[config.mk]
export PLATFORM = sky130hd
export DESIGN_NAME = ysyx_22050518_mul_seq_flat
export DESIGN_NICKNAME = d
export VERILOG_FILES = /design/src/rtl/ysyx_22050518_mul_seq_if.sv /design/src/rtl/ysyx_22050518_mul_seq.sv /design/src/flat_wrapper.sv
export SDC_FILE = /design/constraint.sdc
export NUM_CORES = 1
export LEC_CHECK = 0
export BUFFER_PORTS_ARGS = -buffer_cell sky130_fd_sc_hd__buf_2
export CAP_MARGIN = 20
export CORE_MARGIN = 4
export CORE_UTILIZATION = 35
export CTS_BUF_LIST = sky130_fd_sc_hd__clkbuf_16
export DETAILED_ROUTE_END_ITERATION = 7
export PLACE_DENSITY = 0.62
export SYNTH_ARGS = -nofsm -noshare
export SYNTH_HDL_FRONTEND = slang
export SYNTH_SLANG_ARGS = --single-unit
[constraint.sdc]
create_clock -name clk -period 5.3 [get_ports clk]
set_input_delay 0.53 -clock clk [delete_from_list [all_inputs] [get_ports clk]]
set_output_delay 0.53 -clock clk [all_outputs]
set_load 0.02 [all_outputs]
[src/rtl/ysyx_22050518_mul_seq_if.sv]
// ----------------------------------------------------------------------------
// ysyx_22050518_mul_seq_if
//   Handshake bundle between the EXU issue side, the iterative multiplier and
//   writeback.
//   Issue side     : in_valid, in_ready, in_op_a, in_op_b, in_word
//   Writeback side : out_valid, out_ready, out_result
//   modport slave  : the multiplier (accepts operands, presents the result)
//   modport master : the surrounding pipeline (offers operands, takes result)
// ----------------------------------------------------------------------------
interface ysyx_22050518_mul_seq_if #(
  parameter int XLEN = 64
);
  logic            in_valid;
  logic            in_ready;
  logic [XLEN-1:0] in_op_a;
  logic [XLEN-1:0] in_op_b;
  logic            in_word;
  logic            out_valid;
  logic            out_ready;
  logic [XLEN-1:0] out_result;

  modport slave (
    input  in_valid, in_op_a, in_op_b, in_word, out_ready,
    output in_ready, out_valid, out_result
  );

  modport master (
    output in_valid, in_op_a, in_op_b, in_word, out_ready,
    input  in_ready, out_valid, out_result
  );
endinterface

[src/rtl/ysyx_22050518_mul_seq.sv]
// ----------------------------------------------------------------------------
// ysyx_22050518_mul_seq
//   Iterative shift-add multiplier for RV64M MUL/MULW. One partial product is
//   accumulated per cycle through the shared ripple adder of the execute stage.
//   The result is the low XLEN bits of the product; MULW results are
//   sign-extended from bit 31.
// Ports
//   clk, rst_n : clock (rising edge), asynchronous active-low reset
//   flush      : synchronous abort of any operation in flight
//   bus        : issue/writeback handshake bundle (slave side)
//   busy       : an operation is in flight or waiting in writeback
//   add_in1/2  : operands to the shared adder (accumulator, shifted mcand)
//   add_cin    : adder carry-in, always 0
//   add_out    : combinational sum returned by the shared adder
// ----------------------------------------------------------------------------
module ysyx_22050518_mul_seq #(
  parameter int XLEN  = 64,
  parameter int CNT_W = 7
) (
  input  logic                      clk,
  input  logic                      rst_n,
  input  logic                      flush,
  ysyx_22050518_mul_seq_if.slave    bus,
  output logic                      busy,
  output logic [XLEN-1:0]           add_in1,
  output logic [XLEN-1:0]           add_in2,
  output logic                      add_cin,
  input  logic [XLEN-1:0]           add_out
);

  typedef enum logic [1:0] {
    ST_IDLE = 2'd0,
    ST_BUSY = 2'd1,
    ST_DONE = 2'd2
  } state_e;

  state_e            state_q, state_d;
  logic [XLEN-1:0]   acc_q, acc_d;
  logic [XLEN-1:0]   mcand_q, mcand_d;
  logic [XLEN-1:0]   mplier_q, mplier_d;
  logic [CNT_W-1:0]  cnt_q, cnt_d;
  logic              word_q, word_d;

  logic              in_ready_q, in_ready_d;
  logic              out_valid_q, out_valid_d;
  logic [XLEN-1:0]   out_result_q, out_result_d;
  logic              busy_q, busy_d;

  logic [XLEN-1:0]   eff_b_s;

  // Shape the accumulator into the architectural result (MULW sign-extends).
  function automatic logic [XLEN-1:0] fmt_result(input logic [XLEN-1:0] acc,
                                                 input logic            word);
    logic [XLEN-1:0] res;
    if (word) begin
      res = {{(XLEN-32){acc[31]}}, acc[31:0]};
    end else begin
      res = acc;
    end
    return res;
  endfunction

  // MULW only multiplies by the low word, so the upper multiplier bits are zeroed.
  assign eff_b_s = bus.in_word ? {{(XLEN-32){1'b0}}, bus.in_op_b[31:0]} : bus.in_op_b;

  assign add_in1        = acc_q;
  assign add_in2        = mcand_q;
  assign add_cin        = 1'b0;
  assign bus.in_ready   = in_ready_q;
  assign bus.out_valid  = out_valid_q;
  assign bus.out_result = out_result_q;
  assign busy           = busy_q;

  // Next-state, datapath update and next values of the registered outputs.
  always_comb begin
    state_d  = state_q;
    acc_d    = acc_q;
    mcand_d  = mcand_q;
    mplier_d = mplier_q;
    cnt_d    = cnt_q;
    word_d   = word_q;

    if (flush) begin
      // Abort wins over accept and over the writeback handshake.
      state_d = ST_IDLE;
    end else begin
      case (state_q)
        ST_IDLE: begin
          if (bus.in_valid) begin
            acc_d    = '0;
            mcand_d  = bus.in_op_a;
            mplier_d = eff_b_s;
            word_d   = bus.in_word;
            cnt_d    = '0;
            if (eff_b_s == '0) begin
              state_d = ST_DONE;
            end else begin
              state_d = ST_BUSY;
            end
          end else begin
            state_d = ST_IDLE;
          end
        end
        ST_BUSY: begin
          if (mplier_q[0]) begin
            acc_d = add_out;
          end else begin
            acc_d = acc_q;
          end
          mcand_d  = mcand_q << 1;
          mplier_d = mplier_q >> 1;
          cnt_d    = cnt_q + {{(CNT_W-1){1'b0}}, 1'b1};
          // Stop as soon as no set multiplier bits remain above the current one.
          if (((mplier_q >> 1) == '0) || (cnt_q == CNT_W'(XLEN-1))) begin
            state_d = ST_DONE;
          end else begin
            state_d = ST_BUSY;
          end
        end
        ST_DONE: begin
          if (bus.out_ready) begin
            state_d = ST_IDLE;
          end else begin
            state_d = ST_DONE;
          end
        end
        default: begin
          state_d = ST_IDLE;
        end
      endcase
    end

    in_ready_d  = (state_d == ST_IDLE);
    busy_d      = (state_d != ST_IDLE);
    out_valid_d = (state_d == ST_DONE);
    if (state_d == ST_DONE) begin
      out_result_d = fmt_result(acc_d, word_d);
    end else begin
      out_result_d = '0;
    end
  end

  // State, datapath and output registers.
  always_ff @(posedge clk or negedge rst_n) begin
    if (!rst_n) begin
      state_q      <= ST_IDLE;
      acc_q        <= '0;
      mcand_q      <= '0;
      mplier_q     <= '0;
      cnt_q        <= '0;
      word_q       <= 1'b0;
      in_ready_q   <= 1'b1;
      busy_q       <= 1'b0;
      out_valid_q  <= 1'b0;
      out_result_q <= '0;
    end else begin
      state_q      <= state_d;
      acc_q        <= acc_d;
      mcand_q      <= mcand_d;
      mplier_q     <= mplier_d;
      cnt_q        <= cnt_d;
      word_q       <= word_d;
      in_ready_q   <= in_ready_d;
      busy_q       <= busy_d;
      out_valid_q  <= out_valid_d;
      out_result_q <= out_result_d;
    end
  end

endmodule
[src/flat_wrapper.sv]
// flat-port wrapper written by rule: the top's interface ports become plain ports
module ysyx_22050518_mul_seq_flat 
#(
  parameter int XLEN  = 64,
  parameter int CNT_W = 7
)
  (clk, rst_n, flush, busy, add_in1, add_in2, add_cin, add_out, bus_in_valid, bus_in_op_a, bus_in_op_b, bus_in_word, bus_out_ready, bus_in_ready, bus_out_valid, bus_out_result);
  ysyx_22050518_mul_seq_if #(.XLEN(XLEN)) bus_i ();
  input  logic clk;
  input  logic rst_n;
  input  logic flush;
  output logic busy;
  output logic [XLEN-1:0] add_in1;
  output logic [XLEN-1:0] add_in2;
  output logic add_cin;
  input  logic [XLEN-1:0] add_out;
  input wire logic [$bits(bus_i.in_valid)-1:0] bus_in_valid;
  input wire logic [$bits(bus_i.in_op_a)-1:0] bus_in_op_a;
  input wire logic [$bits(bus_i.in_op_b)-1:0] bus_in_op_b;
  input wire logic [$bits(bus_i.in_word)-1:0] bus_in_word;
  input wire logic [$bits(bus_i.out_ready)-1:0] bus_out_ready;
  output wire logic [$bits(bus_i.in_ready)-1:0] bus_in_ready;
  output wire logic [$bits(bus_i.out_valid)-1:0] bus_out_valid;
  output wire logic [$bits(bus_i.out_result)-1:0] bus_out_result;
  assign bus_i.in_valid = bus_in_valid;
  assign bus_i.in_op_a = bus_in_op_a;
  assign bus_i.in_op_b = bus_in_op_b;
  assign bus_i.in_word = bus_in_word;
  assign bus_i.out_ready = bus_out_ready;
  assign bus_in_ready = bus_i.in_ready;
  assign bus_out_valid = bus_i.out_valid;
  assign bus_out_result = bus_i.out_result;
  ysyx_22050518_mul_seq #(.XLEN(XLEN), .CNT_W(CNT_W)) u_core (.clk(clk), .rst_n(rst_n), .flush(flush), .bus(bus_i), .busy(busy), .add_in1(add_in1), .add_in2(add_in2), .add_cin(add_cin), .add_out(add_out));
endmodule
==> out/results.tsv, run 1 <==
metric	value	unit
Hold Crit Class	input port to asynchronous set/reset pin	
Buf+Inv Stages, Crit Path	0	
Setup Buffers After CTS	0	
vias in the first global route	9233	
fin util	45.1	%
Final setup viols	0	
Die Wd	192	um
Post-CTS Resized	0	
initial antenna violation count	2	
FP Rows	67	
syn_area_per_cell	11.2	um2
Via Count	9323	
H-tree levels	1	
Seq cells post-synth	269	
maxcap violations	0	
sequential fraction of the synthesis area	56.6	%
post-DP HPWL	22900	um
Synth async-reset ratio	100	%
worst-path cell chain	nor4b_4 > mux2_4 > nand3_4 > o211ai_1 > a21oi_2	
Root Buffer	clkbuf_16	
Slowest cell on crit path	mux2_4	
Vias/cell	4.97	
EDFF count, synth	0	
Crit path largest cell delay	0.66	ns
IO Pins	394	
mapped cell area	11900	um2
CTS Hold Bufs	0	
Port Buffer Count	392	
Worst Path Max Fanout	34	
worst clock skew	0.0281	ns
CP required	5.71	ns
fillcell total	3218	
setup_tns	0	ns
Worst-Margin Slew	1.02	ns
crit path capture type	flip-flop	
first-pass GRT wire length	51100	um
clock slew at reported path FFs	0.06	ns
total congestion overflow	0	
Synth Warn #	0	
CP startpoint kind	flip-flop	
crit path time final	2.83	ns
max frequency	0.353	GHz
FF/Latch Area	6730	um2
Num CTS Buffers	30	
DRC violations left	0	
P&R area growth vs syn	27.1	%
Post-Route WL	33400	um
die height	192	um
Peak VDD IR	239	uV
largest net degree at the start of global routing	169	
multi-input logic area	4680	um2
CP delay by family, top	simple AND/OR/NAND/NOR gates	
DR WL/cell	17.8	um
final net count	1600	
initial core utilization	35.5	%
Lkg Pwr	0.00738	uW
Synth cell types	44	
1st-iter DRT viols	490	
DRT Pass-1 Iters	4	
clk buf depth	3	
CP Class	flip-flop to flip-flop	
data arrival time of the worst path	3.24	ns
Slew Limit Fails	0	
status	completed	
syn_nets	1260	
worst-skew pair later-pin latency	0.56	ns
Die ar.	37000	um2
Pwr Density	394	nW/um2
GP Congestion	0.772	
global-route usage over all layers	17.0	%
Syn Inst Count	1061	
Core Box Area	33500	um2
Rel. slew slack	32.1	%
CTS tree	yes	
Fin. Hold Viols	0	
remaining antenna violation count after routing	0	
Tcrit/Tclk final	53.4	%
share of layout cells above drive strength 1	37.3	%
RSZ-0062 raised after global routing	false	
Top FF cell, synth	dfrtp_1	
clock sink count	269	
-- sequential cells by signal, summed over array words and instances, names as in the netlist --
name / count
u_core.add_in2: 64
u_core.bus.out_result: 64
u_core.word_q: 1
u_core.cnt_q: 7
u_core.busy: 1
u_core.state_q: 2
u_core.bus.in_ready: 1
u_core.mplier_q: 64
u_core.bus.out_valid: 1
u_core.add_in1: 64
-- final cells by class --
cell class                      count  area share [%]
Antenna cell                        1          0.0166
Clock buffer                       30            4.97
Clock inverter                     26            1.91
Inverter                            2          0.0497
Multi-Input combinational cell    696            31.0
Sequential cell                   269            44.6
Tap cell                          448            3.71
Timing Repair Buffer              402            13.8
-- routing by layer --
layer | share of wire, % | GRT usage [%] | vias up
met5 | 0 | 0 | -
li1 | - | - | 4501
met3 | 6.3 | 3.17 | 60
met1 | 43 | 23.5 | 4489
met2 | 48 | 27.5 | 273
met4 | 2.9 | 4.77 | 0
-- synthesized netlist by cell type, types with 2 or more instances --
cell type	number	area, um2
dfrtp_1	268	6710
nand2_1	161	604
o21ai_0	127	636
mux2i_1	96	961
a22o_1	65	569
a21oi_1	57	285
buf_2	45	225
a21oi_2	40	350
nor3b_1	33	248
clkbuf_1	32	120
nor4_1	31	194
o211ai_2	30	375
buf_6	12	135
nand4_1	11	68.8
nor2_1	10	37.5
a21boi_0	3	22.5
buf_4	3	22.5
or2_1	3	18.8
xor2_1	3	26.3
buf_1	2	7.51
inv_1	2	7.51
nor3_1	2	10.0
o211ai_1	2	15.0
o21ai_1	2	10.0
xnor2_1	2	17.5
-- path summary, 6_finish.rpt --
| check | from | endpoint | slack (ns) | cells past startpoint |
|---|---|---|---|---|
| max | u_core.state_q[0] | u_core.bus.out_result[32] | 2.47 | 5 |
| min | rst_n | u_core.add_in1[40] | 0.01 | 1 |
| max reg2reg | u_core.state_q[0] | u_core.bus.out_result[32] | 2.47 | 5 |
| min reg2reg | u_core.add_in2[63] | u_core.add_in2[63] | 0.50 | 2 |
| max in group asynchronous | rst_n | u_core.add_in2[50] | 4.00 | 2 |
| min in group clk | bus_in_op_a[0] | u_core.add_in2[0] | 0.19 | 2 |
-- logic make-up after synthesis --
logic type / count (synthesis) / synth area share (%)
mux: 97 / 8.21
fa+ha+maj: 1 / 0.105
compound gates: 332 / 19.4
buf+inv: 96 / 4.36
simple gates: 260 / 10.9
other cells: 1 / 0.0315
xor+xnor: 5 / 0.368
flops: 269 / 56.6
-- stage by stage --
| stage | instances | hold slack [ns] | total power [uW] | cell area, um2 | setup slack, ns |
|---|---|---|---|---|---|
| 6_report | 1874 | 0.0111 | 5950 | 15100 | 2.47 |
| 4_1_cts | 1873 | 0.0216 | 6040 | 15100 | 2.46 |
| 3_3_place_gp | 1817 | 0.466 | 3810 | 14100 | 2.27 |
| 5_1_grt | 1874 | 0.0571 | 6270 | 15100 | 2.28 |
| 2_1_floorplan | 1061 | 0.234 | 3360 | 11900 | 3.38 |
| 3_5_place_dp | 1817 | 0.479 | 3830 | 14100 | 2.27 |
-- cell usage in the layout, fill, tap and decap left out, drive strengths merged, types with 2 or more instances in the layout --
| cell type | count |
|---|---|
| buf | 402 |
| dfrtp | 268 |
| nand2 | 161 |
| o21ai | 129 |
| a21oi | 97 |
| mux2i | 96 |
| a22o | 65 |
| nor3b | 33 |
| nor4 | 32 |
| o211ai | 32 |
| clkbuf | 30 |
| nand4 | 11 |
| nor2 | 11 |
| inv | 10 |
| clkinv | 9 |
| bufinv | 6 |
| a21boi | 3 |
| xor2 | 3 |
| clkinvlp | 3 |
| nor3 | 3 |
| or2 | 3 |
| xnor2 | 2 |
-- power breakdown --
part           internal (uW)  switching, uW
sequential              2330            216
clock                   1320            855
combinational            454            777
total                   4110           1850
(Power assumes the default switching activity.)
==> run 2: changes to the inputs <==
- clock period: 5.3 -> 2.9 ns (I/O delays scaled with it)
==> out/results.tsv, run 2 (synthesis results as in run 1) <==
metric	value	unit	change
status	completed		
most frequent cells in the layout	buf_2 (391), dfrtp_1 (268), nand2_1 (161)		
global-route usage over all layers	18.0	%	+1.0 points
worst clock skew	0.0159	ns	-0.0122 ns
Die ar.	37000	um2	unchanged
Tcrit/Tclk final	84.5	%	+31 points
crit path time final	2.45	ns	-0.381 ns
Final setup viols	0		unchanged
initial antenna violation count	1		-1
share of layout cells above drive strength 1	36.4	%	-0.93 points
first-pass GRT wire length	54100	um	+5.7%
Via Count	9736		+4.4%
Final Non-Filler Cells	1949		+4.0%
multi-input logic area	4680	um2	unchanged
dpl ws	0.620	ns	-1.65 ns
CP startpoint kind	flip-flop		
max frequency	0.408	GHz	+16%
FF/Latch Area	6730	um2	unchanged
RSZ-0062 raised after global routing	false		
worst-skew pair later-pin latency	0.56	ns	about the same
Peak VDD IR	439	uV	+83%
Lkg Pwr	0.00770	uW	+4.4%
GP Congestion	0.794		+2.8%
RR Endpoint	u_core.bus.out_result[42]		
CTS tree	yes		
Pwr Density	682	nW/um2	+73%
DR WL/cell	18.1	um	+1.6%
clock sink count	269		unchanged
clk buf depth	3		unchanged
clock slew at reported path FFs	0.06	ns	about the same
maxcap violations	0		unchanged
fillcell total	3051		-5.2%
Vias/cell	5.00		+0.41%
setup_tns	0	ns	unchanged
Root Buffer	clkbuf_16		
CP required	3.38	ns	-2.33 ns
setup ws final	0.449	ns	-2.02 ns
Core Box Area	33500	um2	unchanged
Port Buffer Count	392		unchanged
Hold EP	u_core.add_in2[46]		
Post-Route WL	35300	um	+5.7%
Worst Path Max Fanout	66		+94%
remaining antenna violation count after routing	0		unchanged
final net count	1677		+4.8%
placed cell count	1828		+0.61%
commonest non-fill, non-tap cell in the layout	buf_2		
Num CTS Buffers	29		-3.3%
Fin. Hold Viols	0		unchanged
die height	192	um	unchanged
DRT Pass-1 Iters	5		+1
total congestion overflow	0		unchanged
FP Rows	67		unchanged
Die Wd	192	um	unchanged
reg-to-reg setup timing slack	0.45	ns	-2.02 ns
largest net degree at the start of global routing	178		+5.3%
1st-iter DRT viols	622		+27%
Worst-Margin Slew	0.713	ns	-0.305 ns
HP Start	bus_in_op_a[46]		
R2R depth	6		+1
IO Pins	394		unchanged
R2R Path Start	u_core.mplier_q[2]		
crit path capture type	flip-flop		
dpl cell area	14200	um2	+1.3%
cell area after layout	15900	um2	+5.2%
vias in the first global route	9730		+5.4%
data arrival time of the worst path	2.93	ns	-0.31 ns
post-DP HPWL	23800	um	+3.8%
P&R area growth vs syn	33.7	%	
Rel. slew slack	52.4	%	+20 points
DRC violations left	0		unchanged
Hold Crit Depth	3		
Setup Buffers After CTS	0		unchanged
Hold Crit Class	input port to flip-flop		
initial core utilization	35.5	%	unchanged
H-tree levels	1		unchanged
Slew Limit Fails	0		unchanged
CP Class	flip-flop to flip-flop		
[run 2: cell types whose count changed in the layout (fill, tap and decap cells not counted), moves of 2 or more]
| cell | previous run | this run |
|---|---|---|
| buf_12 | 3 | 11 |
| buf_4 | 7 | 10 |
| bufinv_16 | 6 | 4 |
| clkinv_2 | 4 | 6 |
| clkinvlp_4 | 3 | 5 |
| dlygate4sd3_1 | 0 | 67 |
| inv_1 | 9 | 3 |
[run 2: repair_timing]
action                                 in CTS  in global routing
gates resized for setup                     0                  0
endpoints found under the hold margin     145                  0
hold buffers                               67                  0
[run 2: worst max path at each step]
stage	start	endpoint	slack [ns]	depth (start not counted)
2_1_floorplan	u_core.state_q[0]	u_core.bus.out_result[46]	1.08	7
3_3_place_gp	u_core.mplier_q[2]	u_core.bus.out_valid	0.57	6
3_5_place_dp	u_core.mplier_q[2]	u_core.bus.out_result[5]	0.62	6
4_1_cts	u_core.mplier_q[2]	u_core.bus.out_result[5]	0.53	6
5_1_grt	u_core.mplier_q[2]	u_core.state_q[1]	0.30	6
6_report	u_core.mplier_q[2]	u_core.bus.out_result[42]	0.45	6
[run 2: power breakdown]
group / switching [uW] / internal, uW
clock: 1600 / 2200
combinational: 1460 / 918
sequential: 402 / 4260
[run 2: worst max-delay path: stages, from the launching register on]
cell and delay, ns:
dfrtp_1 0.40, nor4_1 0.61, nand4_1 0.22, nor4_2 0.51, o21ai_4 0.11, buf_12 0.21, a21oi_2 0.22
[run 2: final cells by class]
cell class	count	share of cell area (%)
multi-input cells	696	29.4
inverters	2	0.0472
clock buffers	29	4.56
clock inverters	24	1.59
flip-flops and latches	269	42.3
diodes	1	0.0157
well taps	448	3.53
repair buffers	480	18.5
[run 2: layer usage]
metal | wire (um) | share of wire (%) | vias up | global-route usage, %
met5 | 0 | 0 | - | 0
met1 | 14900 | 42 | 4712 | 24.5
li1 | - | - | 4648 | -
met4 | 1090 | 3.1 | 0 | 5.43
met3 | 2100 | 6.0 | 62 | 2.84
met2 | 17200 | 49 | 314 | 29.8
[run 2: through the flow]
step                hold slack (ns)  util [%]  total power [uW]
floorplan                  -0.00559         -              6140
detailed placement            0.359      42.5              7040
CTS                         0.00671      47.4             11000
global route                 0.0194      47.4             11400
global placement              0.359      42.5              7000
finish                       0.0297      47.4             10800
==> run 3: changes to the inputs <==
- ABC_AREA: unset -> 1
- clock period: 2.9 -> 2.5 ns (I/O delays scaled with it)
==> out/results.tsv, run 3 <==
metric	value	unit	change
Tcrit/Tclk final	77.8	%	-6.7 points
CP required	2.90	ns	-0.48 ns
H-tree levels	1		unchanged
mapped cell area	12100	um2	+2.1%
syn_nets	1626		+29%
IO Pins	394		unchanged
global-route usage over all layers	19.5	%	+1.6 points
sequential fraction of the synthesis area	55.5	%	-1.2 points
Final setup viols	0		unchanged
Post-CTS Resized	0		unchanged
Peak VDD IR	549	uV	+25%
HP Start	add_out[28]		
share of the synthesized area in the top cell type	55.2	%	-1.2 points
EDFF count, synth	0		unchanged
1st-iter DRT viols	842		+35%
CTS Hold Bufs	89		+33%
post-DP HPWL	26500	um	+12%
Syn Inst Count	1427		+34%
total power draw	13100	uW	+21%
most frequent cells in the layout	buf_2 (391), nand2_1 (299), dfrtp_1 (268)		
R2R Path Start	u_core.state_q[1]		
Fin. Hold Viols	0		unchanged
status	completed		
final net count	2068		+23%
clk buf depth	3		unchanged
Via Count	11525		+18%
DRT Pass-1 Iters	5		unchanged
CP startpoint kind	flip-flop		
vias in the first global route	11434		+18%
Hold Crit Depth	3		unchanged
Setup Buffers After CTS	0		unchanged
Root Buffer	clkbuf_16		
GP Congestion	0.824		+3.9%
crit path capture type	flip-flop		
Die ar.	37700	um2	+2.0%
syn_area_per_cell	8.51	um2	-24%
share of layout cells above drive strength 1	26.8	%	-9.6 points
dpl cell area	14500	um2	+1.8%
Yosys top cell by area	dfrtp_1		
die height	194	um	+1.0%
worst hold slack	0.00497	ns	-0.0248 ns
Rel. slew slack	48.3	%	-4.1 points
CTS tree	yes		
clock slew at reported path FFs	0.06	ns	about the same
top cells by area, synth	dfrtp_1 (55%), o21ai_0 (11%), nand2_1 (9.2%)		
R2R depth	10		+4
Worst Path Max Fanout	70		+6.1%
Core Box Area	33900	um2	+1.0%
Die Wd	194	um	+1.0%
max frequency	0.514	GHz	+26%
Slew Limit Fails	0		unchanged
dpl ws	0.502	ns	-0.117 ns
Top FF cell, synth	dfrtp_1		
total congestion overflow	0		unchanged
remaining antenna violation count after routing	0		unchanged
reg-to-reg setup timing slack	0.55	ns	+0.10 ns
worst clock skew	0.0213	ns	+0.00545 ns
Pwr Density	808	nW/um2	+18%
Lkg Pwr	0.00840	uW	+9.1%
Synth async-reset ratio	100	%	unchanged
Synth cell types	31		-30%
Vias/cell	4.92		-1.5%
largest net degree at the start of global routing	82		-54%
clock sink count	269		unchanged
Post-Route WL	38400	um	+8.9%
initial antenna violation count	4		+3
data arrival time of the worst path	2.34	ns	-0.59 ns
RSZ-0062 raised after global routing	false		
DRC violations left	0		unchanged
first-pass GRT wire length	61600	um	+14%
Hold Crit Class	input port to flip-flop		
setup_tns	0	ns	unchanged
initial core utilization	35.8	%	+0.39 points
setup ws final	0.554	ns	+0.105 ns
worst-skew pair later-pin latency	0.55	ns	about the same
Port Buffer Count	392		unchanged
most frequent cell after synthesis	nand2_1		
Worst-Margin Slew	0.775	ns	+0.0619 ns
Synth Warn #	0		unchanged
maxcap violations	0		unchanged
DR WL/cell	16.4	um	-9.4%
P&R area growth vs syn	34.0	%	
Hold EP	u_core.add_in1[28]		
Num CTS Buffers	29		unchanged
Seq cells post-synth	269		unchanged
cell area after layout	16300	um2	+2.3%
crit path time final	1.95	ns	-0.505 ns
commonest non-fill, non-tap cell in the layout	buf_2		
FP Rows	67		unchanged
CP Class	flip-flop to flip-flop		
RR Endpoint	u_core.mplier_q[36]		
commonest cells in the netlist	nand2_1 (299), dfrtp_1 (268), o21ai_0 (264), inv_1 (147), nor2_1 (122)		
## run 3: cell families after synthesis
group,synth area share [%]
and+or+nand+nor,16.0
AOI/OAI and AO/OA,19.7
DFF,55.5
buffers and inverters,8.63
adders and majority gates,0.103
other,0.0309
## run 3: worst max-delay path by stage
stage	startpoint	end	slack, ns
6_report	u_core.state_q[1]	u_core.mplier_q[36]	0.55
5_1_grt	u_core.state_q[1]	u_core.mplier_q[61]	0.34
4_1_cts	u_core.state_q[1]	u_core.mplier_q[36]	0.55
3_5_place_dp	bus_in_word	u_core.bus.out_result[10]	0.50
3_3_place_gp	bus_in_word	u_core.bus.out_result[23]	0.54
2_1_floorplan	u_core.state_q[1]	u_core.add_in2[37]	0.94
## run 3: critical path, stage by stage, from the launching register on
cell and delay, ns:
dfrtp_1 0.37, inv_2 0.07, nand2_4 0.10, inv_4 0.06, nand2_1 0.11, nand2_4 0.11
inv_6 0.33, buf_12 0.31, a21oi_1 0.07, o21ai_0 0.10, o21ai_0 0.10
## run 3: final cells by class
type | instances | area (um2)
diodes | 4 | 10.0
clock buffers | 29 | 726
clock inverters | 24 | 129
fillers | 3263 | 17600
inverters | 156 | 593
multi-input cells | 903 | 4370
flip-flops and latches | 269 | 6730
well taps | 448 | 561
repair buffers | 510 | 3140
## run 3: report_power, final
part	internal, uW	leakage [uW]	total (uW)	switching, uW
sequential	5110	0.00349	5700	588
clock	2190	0.000458	3900	1710
combinational	1210	0.00445	3540	2330
## run 3: routing by layer
layer,global-route usage (%),part of all wire (%)
met1,26.2,42
met2,32.6,49
met3,3.34,6.2
met4,6.09,3.4
met5,0,0
## run 3: through the flow
step / utilization (%) / std cells
5_1_grt: 48.0 / 2342
3_5_place_dp: 42.8 / 2197
4_1_cts: 48.0 / 2339
6_report: 48.0 / 2343
3_3_place_gp: 42.8 / 2197
2_1_floorplan: - / 1427
